File: config.mk
export PLATFORM = sky130hd
export DESIGN_NAME = bp_ckpt_queue
export DESIGN_NICKNAME = d
export VERILOG_FILES = /design/src/rtl/bp_ckpt_queue_pkg.sv /design/src/rtl/bp_ckpt_queue.sv
export SDC_FILE = /design/constraint.sdc
export NUM_CORES = 1
export LEC_CHECK = 0
export BUFFER_PORTS_ARGS = -buffer_cell sky130_fd_sc_hd__clkbuf_2
export CELL_PAD_IN_SITES_DETAIL_PLACEMENT = 0
export CELL_PAD_IN_SITES_GLOBAL_PLACEMENT = 1
export CORE_MARGIN = 1.5
export CORE_UTILIZATION = 47
export DETAILED_ROUTE_END_ITERATION = 10
export PLACE_DENSITY = 0.85
export SYNTH_ARGS = -nofsm -noshare
export SYNTH_HDL_FRONTEND = slang
export SYNTH_SLANG_ARGS = --single-unit
File: constraint.sdc
create_clock -name clk -period 3.7 [get_ports clk]
set_input_delay 0.37 -clock clk [delete_from_list [all_inputs] [get_ports clk]]
set_output_delay 0.37 -clock clk [all_outputs]
set_load 0.02 [all_outputs]
File: src/rtl/bp_ckpt_queue_pkg.sv
// Shared widths and checkpoint entry layout for the branch-prediction checkpoint queue.
package bp_ckpt_queue_pkg;
  localparam int GSHARE_GHSR_WIDTH = 8;
  localparam int BP_CKPT_DEPTH     = 8;

  typedef struct packed {
    logic [31:0]                  pc;
    logic [GSHARE_GHSR_WIDTH-1:0] ghsr;
    logic                         predict_taken;
  } bp_ckpt_entry_t;
endpackage

File: src/rtl/bp_ckpt_queue.sv
// In-order queue of predicted-branch checkpoints: up to two pushes per cycle from
// fetch, one pop per cycle at resolve, flush clears everything.
module bp_ckpt_queue
  import bp_ckpt_queue_pkg::*;
#(
  parameter int DEPTH = BP_CKPT_DEPTH
) (
  input  logic                          clk,
  input  logic                          reset,
  input  logic                          IF_push0_valid,
  input  logic                          IF_push1_valid,
  input  logic [31:0]                   IF_instr0_pc,
  input  logic [31:0]                   IF_instr1_pc,
  input  logic                          IF_instr0_predict_taken,
  input  logic                          IF_instr1_predict_taken,
  input  logic [GSHARE_GHSR_WIDTH-1:0]  IF_instr0_GHSR,
  input  logic [GSHARE_GHSR_WIDTH-1:0]  IF_instr1_GHSR,
  output logic                          ckpt_stall,
  input  logic                          EXE_resolve_valid,
  input  logic                          EXE_branch_taken,
  input  logic                          flush_valid,
  output logic                          head_valid,
  output logic [31:0]                   head_pc,
  output logic [GSHARE_GHSR_WIDTH-1:0]  head_GHSR,
  output logic                          head_predict_taken,
  output logic                          ckpt_mispredict,
  output logic [$clog2(DEPTH):0]        count
);
  localparam int PTR_W = $clog2(DEPTH);
  localparam int CNT_W = PTR_W + 1;

  bp_ckpt_entry_t       r_mem [DEPTH];
  logic [PTR_W-1:0]     r_head, r_tail;
  logic [CNT_W-1:0]     r_count;

  logic                 w_push_ok, w_wr0, w_wr1, w_pop;
  logic [CNT_W-1:0]     w_npush;
  logic [PTR_W-1:0]     w_tail_p1;
  bp_ckpt_entry_t       w_ent0, w_ent1, w_head_ent;

  // Stall depends only on registered occupancy so fetch sees it early in the cycle.
  assign ckpt_stall = (r_count > CNT_W'(DEPTH-2));
  assign head_valid = (r_count != '0);
  assign count      = r_count;

  assign w_push_ok = ~ckpt_stall & ~flush_valid & ~reset;
  assign w_wr0     = w_push_ok & (IF_push0_valid | IF_push1_valid);
  assign w_wr1     = w_push_ok & IF_push0_valid & IF_push1_valid;
  assign w_npush   = CNT_W'(w_wr0) + CNT_W'(w_wr1);
  assign w_pop     = EXE_resolve_valid & head_valid;
  assign w_tail_p1 = r_tail + PTR_W'(1);

  // A lone slot-1 branch still lands at tail so the queue stays dense.
  assign w_ent0 = IF_push0_valid ?
                  '{pc: IF_instr0_pc, ghsr: IF_instr0_GHSR, predict_taken: IF_instr0_predict_taken} :
                  '{pc: IF_instr1_pc, ghsr: IF_instr1_GHSR, predict_taken: IF_instr1_predict_taken};
  assign w_ent1 = '{pc: IF_instr1_pc, ghsr: IF_instr1_GHSR, predict_taken: IF_instr1_predict_taken};

  always_ff @(posedge clk) begin
    if (reset || flush_valid) begin
      r_head  <= '0;
      r_tail  <= '0;
      r_count <= '0;
    end else begin
      r_head  <= r_head + PTR_W'(w_pop);
      r_tail  <= r_tail + PTR_W'(w_npush);
      r_count <= r_count + w_npush - CNT_W'(w_pop);
    end
  end

  // Storage carries no reset; head fields are masked while the queue is empty.
  always_ff @(posedge clk) begin
    if (w_wr0) r_mem[r_tail]    <= w_ent0;
    if (w_wr1) r_mem[w_tail_p1] <= w_ent1;
  end

  assign w_head_ent         = r_mem[r_head];
  assign head_pc            = head_valid ? w_head_ent.pc            : '0;
  assign head_GHSR          = head_valid ? w_head_ent.ghsr          : '0;
  assign head_predict_taken = head_valid ? w_head_ent.predict_taken : 1'b0;
  assign ckpt_mispredict    = w_pop & (head_predict_taken != EXE_branch_taken);
endmodule

==> results of run 1 <==
==> through the flow <==
step	power [uW]	setup slack, ns
finish	9820	0.687
global route	10200	0.437
CTS	9890	0.589
detailed placement	6370	0.680
global placement	6340	0.721
floorplan	5680	-0.0304
==> state kept, by name, summed over array words and instances, names as in the netlist <==
register  count
count         4
r_head        3
r_mem       328
r_tail        3
==> metal layers <==
metal	track usage [%]	wire, um	part of all wire [%]	vias to the layer above
met3	3.59	2270	5.2	67
met5	0	17	0.039	-
met4	7.04	1070	2.4	2
li1	-	-	-	4441
met1	29.8	18200	42	5166
met2	39.6	22300	51	279
==> cell usage after synthesis (all sizes together), types with 6 or more instances <==
cell type and number:
clkbuf 24, buf 47, edfxtp 328, mux4 81
dfxtp 10, mux2i 44, nor2b 6, mux2 369
nand3 8, nor2 62, and2 8, inv 11
ha 12
==> critical path: cells and delay by family, from the launching register on <==
| kind | cells | cell delay, ns |
|---|---|---|
| fa+ha+maj | 5 | 1.37 |
| flops | 1 | 0.34 |
| buf+inv | 4 | 0.23 |
| simple gates | 3 | 0.25 |
| xor+xnor | 1 | 0.15 |
| compound gates | 2 | 0.56 |
==> layout make-up <==
| cell class | instances | area, um2 |
|---|---|---|
| fillers | 3044 | 17100 |
| flip-flops and latches | 338 | 10100 |
| multi-input cells | 616 | 7310 |
| repair buffers | 178 | 1120 |
| clock buffers | 54 | 1080 |
| well taps | 511 | 639 |
| clock inverters | 16 | 76.3 |
| inverters | 11 | 41.3 |
| diodes | 2 | 5.00 |
==> where the power goes <==
part	leakage [uW]	switching [uW]	total, uW	internal (uW)
registers	0.00305	52.0	4360	4310
logic	0.00316	1130	1900	771
clock network	0.000565	1510	3550	2040
==> cells by family after synthesis <==
kind of cell    count (synthesis)  share of synthesized area [%]
compound gates                 13                          0.647
xor+xnor                        6                          0.295
fa+ha+maj                      14                           1.07
buf+inv                        82                           3.19
flops                         338                           56.5
mux                           494                           36.1
simple gates                   89                           2.23
==> final timing paths <==
check	endpoint	from	slack, ns	cells after the start
max	count[2]	count[3]	0.69	15
min	r_head[1]	reset	0.23	3
max reg2reg	count[2]	count[3]	0.69	15
min reg2reg	r_tail[2]	r_tail[2]	0.68	2
==> results.ini, run 1 <==
[clocking]
holdBufCountCts = 0
post_cts_buffers = 0
cts_tree = yes
cts_buffer_depth = 3
htree_levels = 2
root_buffer = clkbuf_16
clkSinkCount = 338
clk_latency_ns = 0.54
cts-resized-gates = 0
cts_buffers = 38
path_clk_slew_ns = 0.06

[worst_setup_path]
worstPathCellList = inv_1, ha_1, a21boi_0, a31o_2, nand2b_1, nor2_1, ha_1, inv_1, ha_1, inv_1, ha_1, inv_1, fa_1, xor2_1, nor2_1
cp-end-kind = register
crit_arrival_ns = 3.42
crit_path_max_fanout = 3
worst-setup-path-type = register to register
critPathSlowestCell = fa_1
cp_slowest_stage_delay_ns = 0.43
crit_required_ns = 4.11
startpoint_type = register

[power]
p_leak_uw = 0.00677
power_density_mw_per_mm2 = 483
irDropWorstVdd_mv = 0.408

[synthesis]
synth.distinct_cells = 31
synth.net_count = 1139
synth_top_flop_cell = edfxtp_1
synth_seq_cells = 338
postSynth.asyncResetShare_pct = 0
syn_area_mm2 = 0.0178
ys_warn_count = 0
synth_cells = 1036
synth_area_leaders = edfxtp_1 (55%), mux2_2 (23%), mux4_2 (10%)
seq_area_frac_synth_pct = 56.5
avgSynthCellArea_um2 = 17.2
synth_area_leader_cell = edfxtp_1
yosysTopAreaCellShare_pct = 55.4
synth-edff-count = 328

[sta]
slew_headroom_pct = 44.0
slew_viol_final = 0
rsz0062_at_grt = no
tns_ns = 0
fin_crit_ns = 3.01
fmax_mhz = 332
fin_crit_sh_pct = 81.4
tightest_slew_ns = 0.840
finalHoldWorstSlack_ns = 0.226
final.setup_skew_ns = 0.0109
setup_viol = 0
finalHoldViolations = 0

[detailed_routing]
drtAntennaViolNets = 0
totalWireLength_um = 43900
drc = 0
vias = 9955
vias_per_cell = 5.77
detail_route.first_pass.iterations = 5
drtIter0Drc = 786
wl_per_cell_um = 25.4

[floorplanning]
io_pins = 137
initial_core_util_pct = 47.5
core-area_mm2 = 0.0375
die_area_mm2 = 0.0390
die_h_um = 198
die_x_um = 198
rows = 71

[cells_and_area]
mostFrequentLayoutCells = mux2_2 (363), edfxtp_1 (328), clkbuf_2 (136)
fin_area_mm2 = 0.0203
fin_nets = 1286
drive_gt1_share_pct = 57.3
final_common_cell = mux2_2
fin_util_pct = 54.3
synthToLayoutAreaGrowth_pct = 14.3
finalNonFillerCells = 1726

[global_route]
grt_pass1_wl_um = 65800
antenna_found_initial = 3
grt_pass1_vias = 10600
grt_overflow = 0
grt_max_degree = 42
grt_usage_pct = 22.9

[hold_path]
hp-class = input pin to register

[status]
run_status = finished clean

[place]
placedCellCount = 1654
dp_hpwl_um = 25600
io_buffers = 136
gp_congestion = 0.753
place_area_mm2 = 0.0192

[run]
drv_cap = 0

No activity file was read; power rests on OpenSTA's default activity.
==> inputs of run 2 (changes only) <==
--- a/config.mk
+++ b/config.mk
@@ -5,13 +5,14 @@
 export SDC_FILE = /design/constraint.sdc
 export NUM_CORES = 1
 export LEC_CHECK = 0
+export ABC_AREA = 1
 export BUFFER_PORTS_ARGS = -buffer_cell sky130_fd_sc_hd__clkbuf_2
 export CELL_PAD_IN_SITES_DETAIL_PLACEMENT = 0
 export CELL_PAD_IN_SITES_GLOBAL_PLACEMENT = 1
 export CORE_MARGIN = 1.5
-export CORE_UTILIZATION = 47
+export CORE_UTILIZATION = 46
 export DETAILED_ROUTE_END_ITERATION = 10
-export PLACE_DENSITY = 0.85
+export PLACE_DENSITY = 0.89
 export SYNTH_ARGS = -nofsm -noshare
 export SYNTH_HDL_FRONTEND = slang
 export SYNTH_SLANG_ARGS = --single-unit
==> constraint.sdc (replaced) <==
create_clock -name clk -period 3 [get_ports clk]
set_input_delay 0.3 -clock clk [delete_from_list [all_inputs] [get_ports clk]]
set_output_delay 0.3 -clock clk [all_outputs]
set_load 0.02 [all_outputs]
==> results.ini, run 2 <==
[floorplanning]
io_pins = 137  ; unchanged
die_h_um = 205  ; +4.0%
core-area_mm2 = 0.0401  ; +7.0%
die_area_mm2 = 0.0422  ; +8.1%
initial_core_util_pct = 47.0  ; -0.46 points
rows = 73  ; +2.8%
die_x_um = 205  ; +4.0%

[synthesis]
synth_cells = 2315  ; +120%
synth.net_count = 2418  ; +110%
ys_warn_count = 0  ; unchanged
yosysTopAreaCellShare_pct = 52.3  ; -3.1 points
syn_area_mm2 = 0.0188  ; +5.9%
synthMostInstantiatedCell = nand2_1
synth.distinct_cells = 27  ; -13%
synth_area_leader_cell = edfxtp_1
seq_area_frac_synth_pct = 53.3  ; -3.2 points
synth_area_leaders = edfxtp_1 (52%), nand2_1 (16%), nand3_1 (8.9%)
synth_common_cells = nand2_1 (812), nand3_1 (336), edfxtp_1 (328)
synth-edff-count = 328  ; unchanged
avgSynthCellArea_um2 = 8.14  ; -53%
postSynth.asyncResetShare_pct = 0  ; unchanged
synth_seq_cells = 338  ; unchanged
synth_top_flop_cell = edfxtp_1

[cells_and_area]
final_common_cell = nand2_1
max_flop_register = r_mem
multiInputGateArea_mm2 = 0.00780  ; +6.7%
fin_nets = 2450  ; +91%
largest_reg_flops = 328  ; unchanged
n_fill_cell = 3630  ; +19%
mostFrequentLayoutCells = nand2_1 (796), nand3_1 (335), edfxtp_1 (328)
seq_area_mm2 = 0.0101  ; about the same
finalNonFillerCells = 2895  ; +68%
synthToLayoutAreaGrowth_pct = 12.5
drive_gt1_share_pct = 11.9  ; -45 points

[detailed_routing]
drtIter0Drc = 1794  ; +130%
vias = 17000  ; +71%
detail_route.first_pass.iterations = 6  ; +1
drtAntennaViolNets = 0  ; unchanged
vias_per_cell = 5.89  ; +2.1%
totalWireLength_um = 62100  ; +42%
drc = 0  ; unchanged
wl_per_cell_um = 21.4  ; -16%

[hold_path]
hp-class = input pin to register

[run]
drv_cap = 0  ; unchanged

[power]
netSwitchingPower_uw = 3550  ; +32%
irDropWorstVdd_mv = 0.347  ; -15%
comb_power_share_pct = 19.4  ; about the same
swShare_pct = 29.6  ; +2.2 points
p_leak_uw = 0.00891  ; +32%
intPower_uw = 8460  ; +19%
power_density_mw_per_mm2 = 566  ; +17%
finalPower_uw = 12000  ; +22%
clkPwrFrac_pct = 36.1  ; about the same
seq_power_share_pct = 44.5  ; about the same

[worst_setup_path]
critical_path_buf_inv_count = 3  ; -1
critPathSlowestCell = dfxtp_4
worstPathCellList = clkinv_2, buf_12, o21ai_0, o21ai_0, o21ai_0, nor2_1, clkbuf_2
worst-setup-path-type = register to output pin
cp_slowest_stage_delay_ns = 0.39  ; -0.04 ns
crit_arrival_ns = 2.49  ; -0.93 ns
crit_top_cell = o21ai_0
startpoint_type = register
crit_required_ns = 2.70  ; -1.41 ns
crit_path_max_fanout = 63  ; +60
cp-end-kind = output pin
cp_top_family = buffers and inverters

[place]
placedCellCount = 2830  ; +71%
dp_hpwl_um = 33800  ; +32%
dp_slack_ns = 0.259  ; -0.421 ns
io_buffers = 136  ; unchanged
gp_congestion = 0.805  ; +6.8%

[sta]
finalHoldWorstSlack_ns = 0.0600  ; -0.166 ns
finalHoldViolations = 0  ; unchanged
slew_headroom_pct = 47.4  ; +3.4 points
fin_crit_ns = 2.79
rsz0062_at_grt = no
setup_viol = 0  ; unchanged
tightest_slew_ns = 0.789  ; -0.0506 ns
fin_crit_sh_pct = 93.0
final.setup_skew_ns = 0.0186  ; +0.00769 ns
fmax_mhz = 358
setup_slack_ns = 0.210  ; -0.477 ns
tns_ns = 0  ; unchanged
slew_viol_final = 0  ; unchanged

[clocking]
root_buffer = clkbuf_16
holdBufCountCts = 0  ; unchanged
post_cts_buffers = 0  ; unchanged
path_clk_slew_ns = 0.06  ; about the same
cts_buffers = 40  ; +5.3%
cts-resized-gates = 0  ; unchanged
cts_buffer_depth = 3  ; unchanged
htree_levels = 2  ; unchanged
clk_latency_ns = 0.53  ; about the same
cts_tree = yes
clkSinkCount = 338  ; unchanged

[status]
run_status = finished clean

[global_route]
grt_max_degree = 169  ; +300%
grt_usage_pct = 29.5  ; +6.6 points
antenna_found_initial = 2  ; -1
grt_overflow = 0  ; unchanged
grt_pass1_vias = 16700  ; +58%
grt_pass1_wl_um = 94300  ; +43%

## run 2: final cells by class
cell class / count / share of cell area (%)
Clock buffer: 53 / 5.05
Multi-Input combinational cell: 1724 / 36.8
Timing Repair Buffer: 205 / 6.71
Tap cell: 525 / 3.10
Antenna cell: 1 / 0.0118
Clock inverter: 11 / 0.224
Sequential cell: 338 / 47.4
Inverter: 38 / 0.678
## run 2: cells by family (layout without fill, tap and decap cells)
| kind of cell | count (synthesis) | in the layout | synth area share (%) |
|---|---|---|---|
| adder cells (fa/ha/maj) | 14 | 14 | 1.01 |
| other | 0 | 1 | 0 |
| XOR/XNOR | 4 | 4 | 0.186 |
| AND/OR/NAND/NOR | 1421 | 1421 | 30.8 |
| AO/OA/AOI/OAI | 245 | 245 | 6.77 |
| flip-flops | 338 | 338 | 53.3 |
| buffers and inverters | 253 | 307 | 5.81 |
| multiplexers | 40 | 40 | 2.12 |
## run 2: worst reg2reg max path, stage by stage, from the launching register on
cell	delay (ns)
dfxtp_2	0.33
inv_1	0.05
ha_1	0.19
nand2_1	0.06
inv_1	0.03
o21ai_1	0.14
nand2_1	0.13
a21oi_1	0.22
ha_1	0.29
inv_1	0.07
ha_1	0.22
inv_1	0.07
ha_1	0.16
inv_1	0.07
fa_1	0.43
xor2_1	0.13
nor2_1	0.05
## run 2: metal layers
layer  part of all wire (%)  global-route usage [%]
met5                  0.044                       0
met4                    4.8                    15.0
met3                     10                    4.23
met2                     48                    49.6
met1                     37                    37.3
## run 2: power by group through the flow
stage	clock network [uW]	registers, uW	logic (uW)
final	4340	5340	2340
after detailed placement	0	5440	2330
after floorplan	0	5450	1480
after global placement	0	5430	2280
after CTS	4350	5340	2340
after global routing	4520	5350	2580
## run 2: per-stage QoR
stage	cell area (um2)	util (%)
6_report	21200	52.9
2_1_floorplan	18800	-
5_1_grt	21200	52.9
3_3_place_gp	20100	50.1
4_1_cts	21200	52.9
3_5_place_dp	20100	50.1
## run 2: path summary, 6_finish.rpt
path / start / to / slack [ns] / depth (start not counted)
hold reg to reg: r_tail[2] / r_tail[2] / 0.65 / 2
hold / removal: reset / count[3] / 0.06 / 4
setup / recovery: r_head[0] / head_pc[7] / 0.21 / 7
setup reg to reg: count[3] / count[2] / 0.25 / 16
==> inputs of run 3 (changes only) <==
--- a/config.mk
+++ b/config.mk
@@ -10,9 +10,9 @@
 export CELL_PAD_IN_SITES_DETAIL_PLACEMENT = 0
 export CELL_PAD_IN_SITES_GLOBAL_PLACEMENT = 1
 export CORE_MARGIN = 1.5
-export CORE_UTILIZATION = 46
+export CORE_UTILIZATION = 50
 export DETAILED_ROUTE_END_ITERATION = 10
-export PLACE_DENSITY = 0.89
+export PLACE_DENSITY = 0.95
 export SYNTH_ARGS = -nofsm -noshare
 export SYNTH_HDL_FRONTEND = slang
 export SYNTH_SLANG_ARGS = --single-unit
==> constraint.sdc (replaced) <==
create_clock -name clk -period 3.5 [get_ports clk]
set_input_delay 0.525 -clock clk [delete_from_list [all_inputs] [get_ports clk]]
set_output_delay 0.525 -clock clk [all_outputs]
set_load 0.02 [all_outputs]
==> results.ini, run 3 (synthesized netlist as in run 2, its figures left out) <==
[worst_setup_path]
crit_path_max_fanout = 34  ; -46%
startpoint_type = register
cp-end-kind = output pin
worst-setup-path-type = register to output pin
crit_arrival_ns = 2.65  ; +0.16 ns
crit_required_ns = 2.97  ; +0.27 ns

[power]
irDropWorstVdd_mv = 0.371  ; +7.0%
swShare_pct = 29.0  ; -0.56 points
seq_power_share_pct = 43.9  ; -0.6 points
power_density_mw_per_mm2 = 495  ; -13%
p_leak_uw = 0.00884  ; -0.85%
clkPwrFrac_pct = 36.8  ; +0.7 points
netSwitchingPower_uw = 3020  ; -15%
intPower_uw = 7390  ; -13%
comb_power_share_pct = 19.2  ; -0.2 points

[place]
dp_hpwl_um = 31700  ; -6.2%
io_buffers = 136  ; unchanged
gp_congestion = 0.802  ; -0.32%

[global_route]
grt_use_met2_pct = 52.1  ; +2.6 points
grt_max_degree = 169  ; unchanged
met1_usage_pct = 38.9  ; +1.7 points
grt.busiest_layer = met2
grt_usage_pct = 31.0  ; +1.4 points
antenna_found_initial = 3  ; +1
use_met3_pct = 4.25  ; +0.023 points
grt_pass1_vias = 16000  ; -3.9%
grt_pass1_wl_um = 91500  ; -2.9%
grt_overflow = 0  ; unchanged

[clocking]
cts-resized-gates = 0  ; unchanged
cts_buffer_depth = 3  ; unchanged
clkSinkCount = 338  ; unchanged
path_clk_slew_ns = 0.06  ; about the same
cts_buffers = 39  ; -2.5%
clk_latency_ns = 0.52  ; about the same
htree_levels = 2  ; unchanged
holdBufCountCts = 0  ; unchanged
cts_tree = yes
root_buffer = clkbuf_16
post_cts_buffers = 0  ; unchanged

[detailed_routing]
drtAntennaViolNets = 0  ; unchanged
vias_per_cell = 5.93  ; +0.63%
vias = 16900  ; -0.83%
detail_route.first_pass.iterations = 6  ; unchanged
wl_per_cell_um = 21.2  ; -1.2%
drtIter0Drc = 2036  ; +13%
drc = 0  ; unchanged
totalWireLength_um = 60400  ; -2.7%

[cells_and_area]
synthToLayoutAreaGrowth_pct = 11.7
fin_util_pct = 57.1  ; +4.2 points
multiInputGateArea_mm2 = 0.00780  ; unchanged
seq_area_mm2 = 0.0101  ; about the same
max_flop_register = r_mem
fin_nets = 2430  ; -0.82%
drive_gt1_share_pct = 11.4  ; -0.53 points
n_fill_cell = 3280  ; -9.6%
largest_reg_flops = 328  ; unchanged
final_common_cell = nand2_1
mostFrequentLayoutCells = nand2_1 (796), nand3_1 (335), edfxtp_1 (328)

[floorplanning]
die_area_mm2 = 0.0389  ; -7.9%
initial_core_util_pct = 51.1  ; +4.1 points
core-area_mm2 = 0.0369  ; -8.0%
die_x_um = 197  ; -4.0%
io_pins = 137  ; unchanged
die_h_um = 197  ; -4.0%
rows = 70  ; -4.1%

[sta]
slew_headroom_pct = 36.9  ; -10 points
setup_viol = 0  ; unchanged
final.setup_skew_ns = 0.0177  ; -0.000905 ns
rsz0062_at_grt = no
finalHoldViolations = 0  ; unchanged
slew_viol_final = 0  ; unchanged
fin_crit_sh_pct = 90.8
fin_crit_ns = 3.18
fmax_mhz = 315
finalHoldWorstSlack_ns = 0.313  ; +0.253 ns
tightest_slew_ns = 0.947  ; +0.157 ns
tns_ns = 0  ; unchanged

[hold_path]
hp-class = input pin to register

[run]
drv_cap = 0  ; unchanged

[status]
run_status = finished clean

## run 3: cell count changes in the layout (fill, tap and decap cells not counted), sizes merged
cell,change
clkbuf,-2
clkinv,-4
bufinv,+2
diode,+1
buf,-19
clkinvlp,+1
## run 3: area by class of cell
cell class	instances	area share [%]
flip-flops and latches	338	47.8
multi-input cells	1724	37.1
repair buffers	186	5.91
clock buffers	51	5.05
well taps	504	3.00
inverters	38	0.684
clock inverters	10	0.487
diodes	2	0.0238
## run 3: worst paths after layout
| kind | start | to | slack (ns) | depth (start not counted) |
|---|---|---|---|---|
| setup / recovery | r_head[0] | head_pc[2] | 0.32 | 7 |
| setup reg to reg | count[3] | r_mem[6][25] | 0.57 | 13 |
| hold reg to reg | count[0] | count[0] | 0.65 | 3 |
| hold / removal | flush_valid | count[3] | 0.31 | 4 |
## run 3: power by group through the flow
| stage | clock [uW] | sequential (uW) | combinational (uW) |
|---|---|---|---|
| detailed placement | 0 | 4660 | 1980 |
| CTS | 3850 | 4580 | 1990 |
| global route | 3990 | 4580 | 2200 |
| floorplan | 0 | 4670 | 1270 |
| global placement | 0 | 4660 | 1940 |
| finish | 3840 | 4580 | 2000 |
## run 3: critical path, stage by stage (launching register included)
cell and delay [ns]:
dfxtp_4 0.36, clkinv_2 0.48, buf_4 0.43, o21ai_0 0.17, o21ai_0 0.11, o21ai_0 0.27, nor2_1 0.11, clkbuf_2 0.17
## run 3: metrics by stage
stage / power [uW] / std cells / cell area (um2) / worst slack [ns]
6_report: 10400 / 2853 / 21100 / 0.322
5_1_grt: 10800 / 2852 / 21000 / 0.146
4_1_cts: 10400 / 2851 / 21000 / 0.316
3_5_place_dp: 6640 / 2790 / 19900 / 0.655
3_3_place_gp: 6590 / 2790 / 19900 / 0.703
2_1_floorplan: 5930 / 2315 / 18800 / 0.481
## run 3: per-layer routing
metal / part of all wire, % / wire length [um] / vias to the layer above
met1: 37 / 22200 / 7871
met5: 0.022 / 13 / -
met2: 48 / 28800 / 1032
li1: - / - / 7795
met4: 5.0 / 3050 / 2
met3: 10 / 6290 / 205
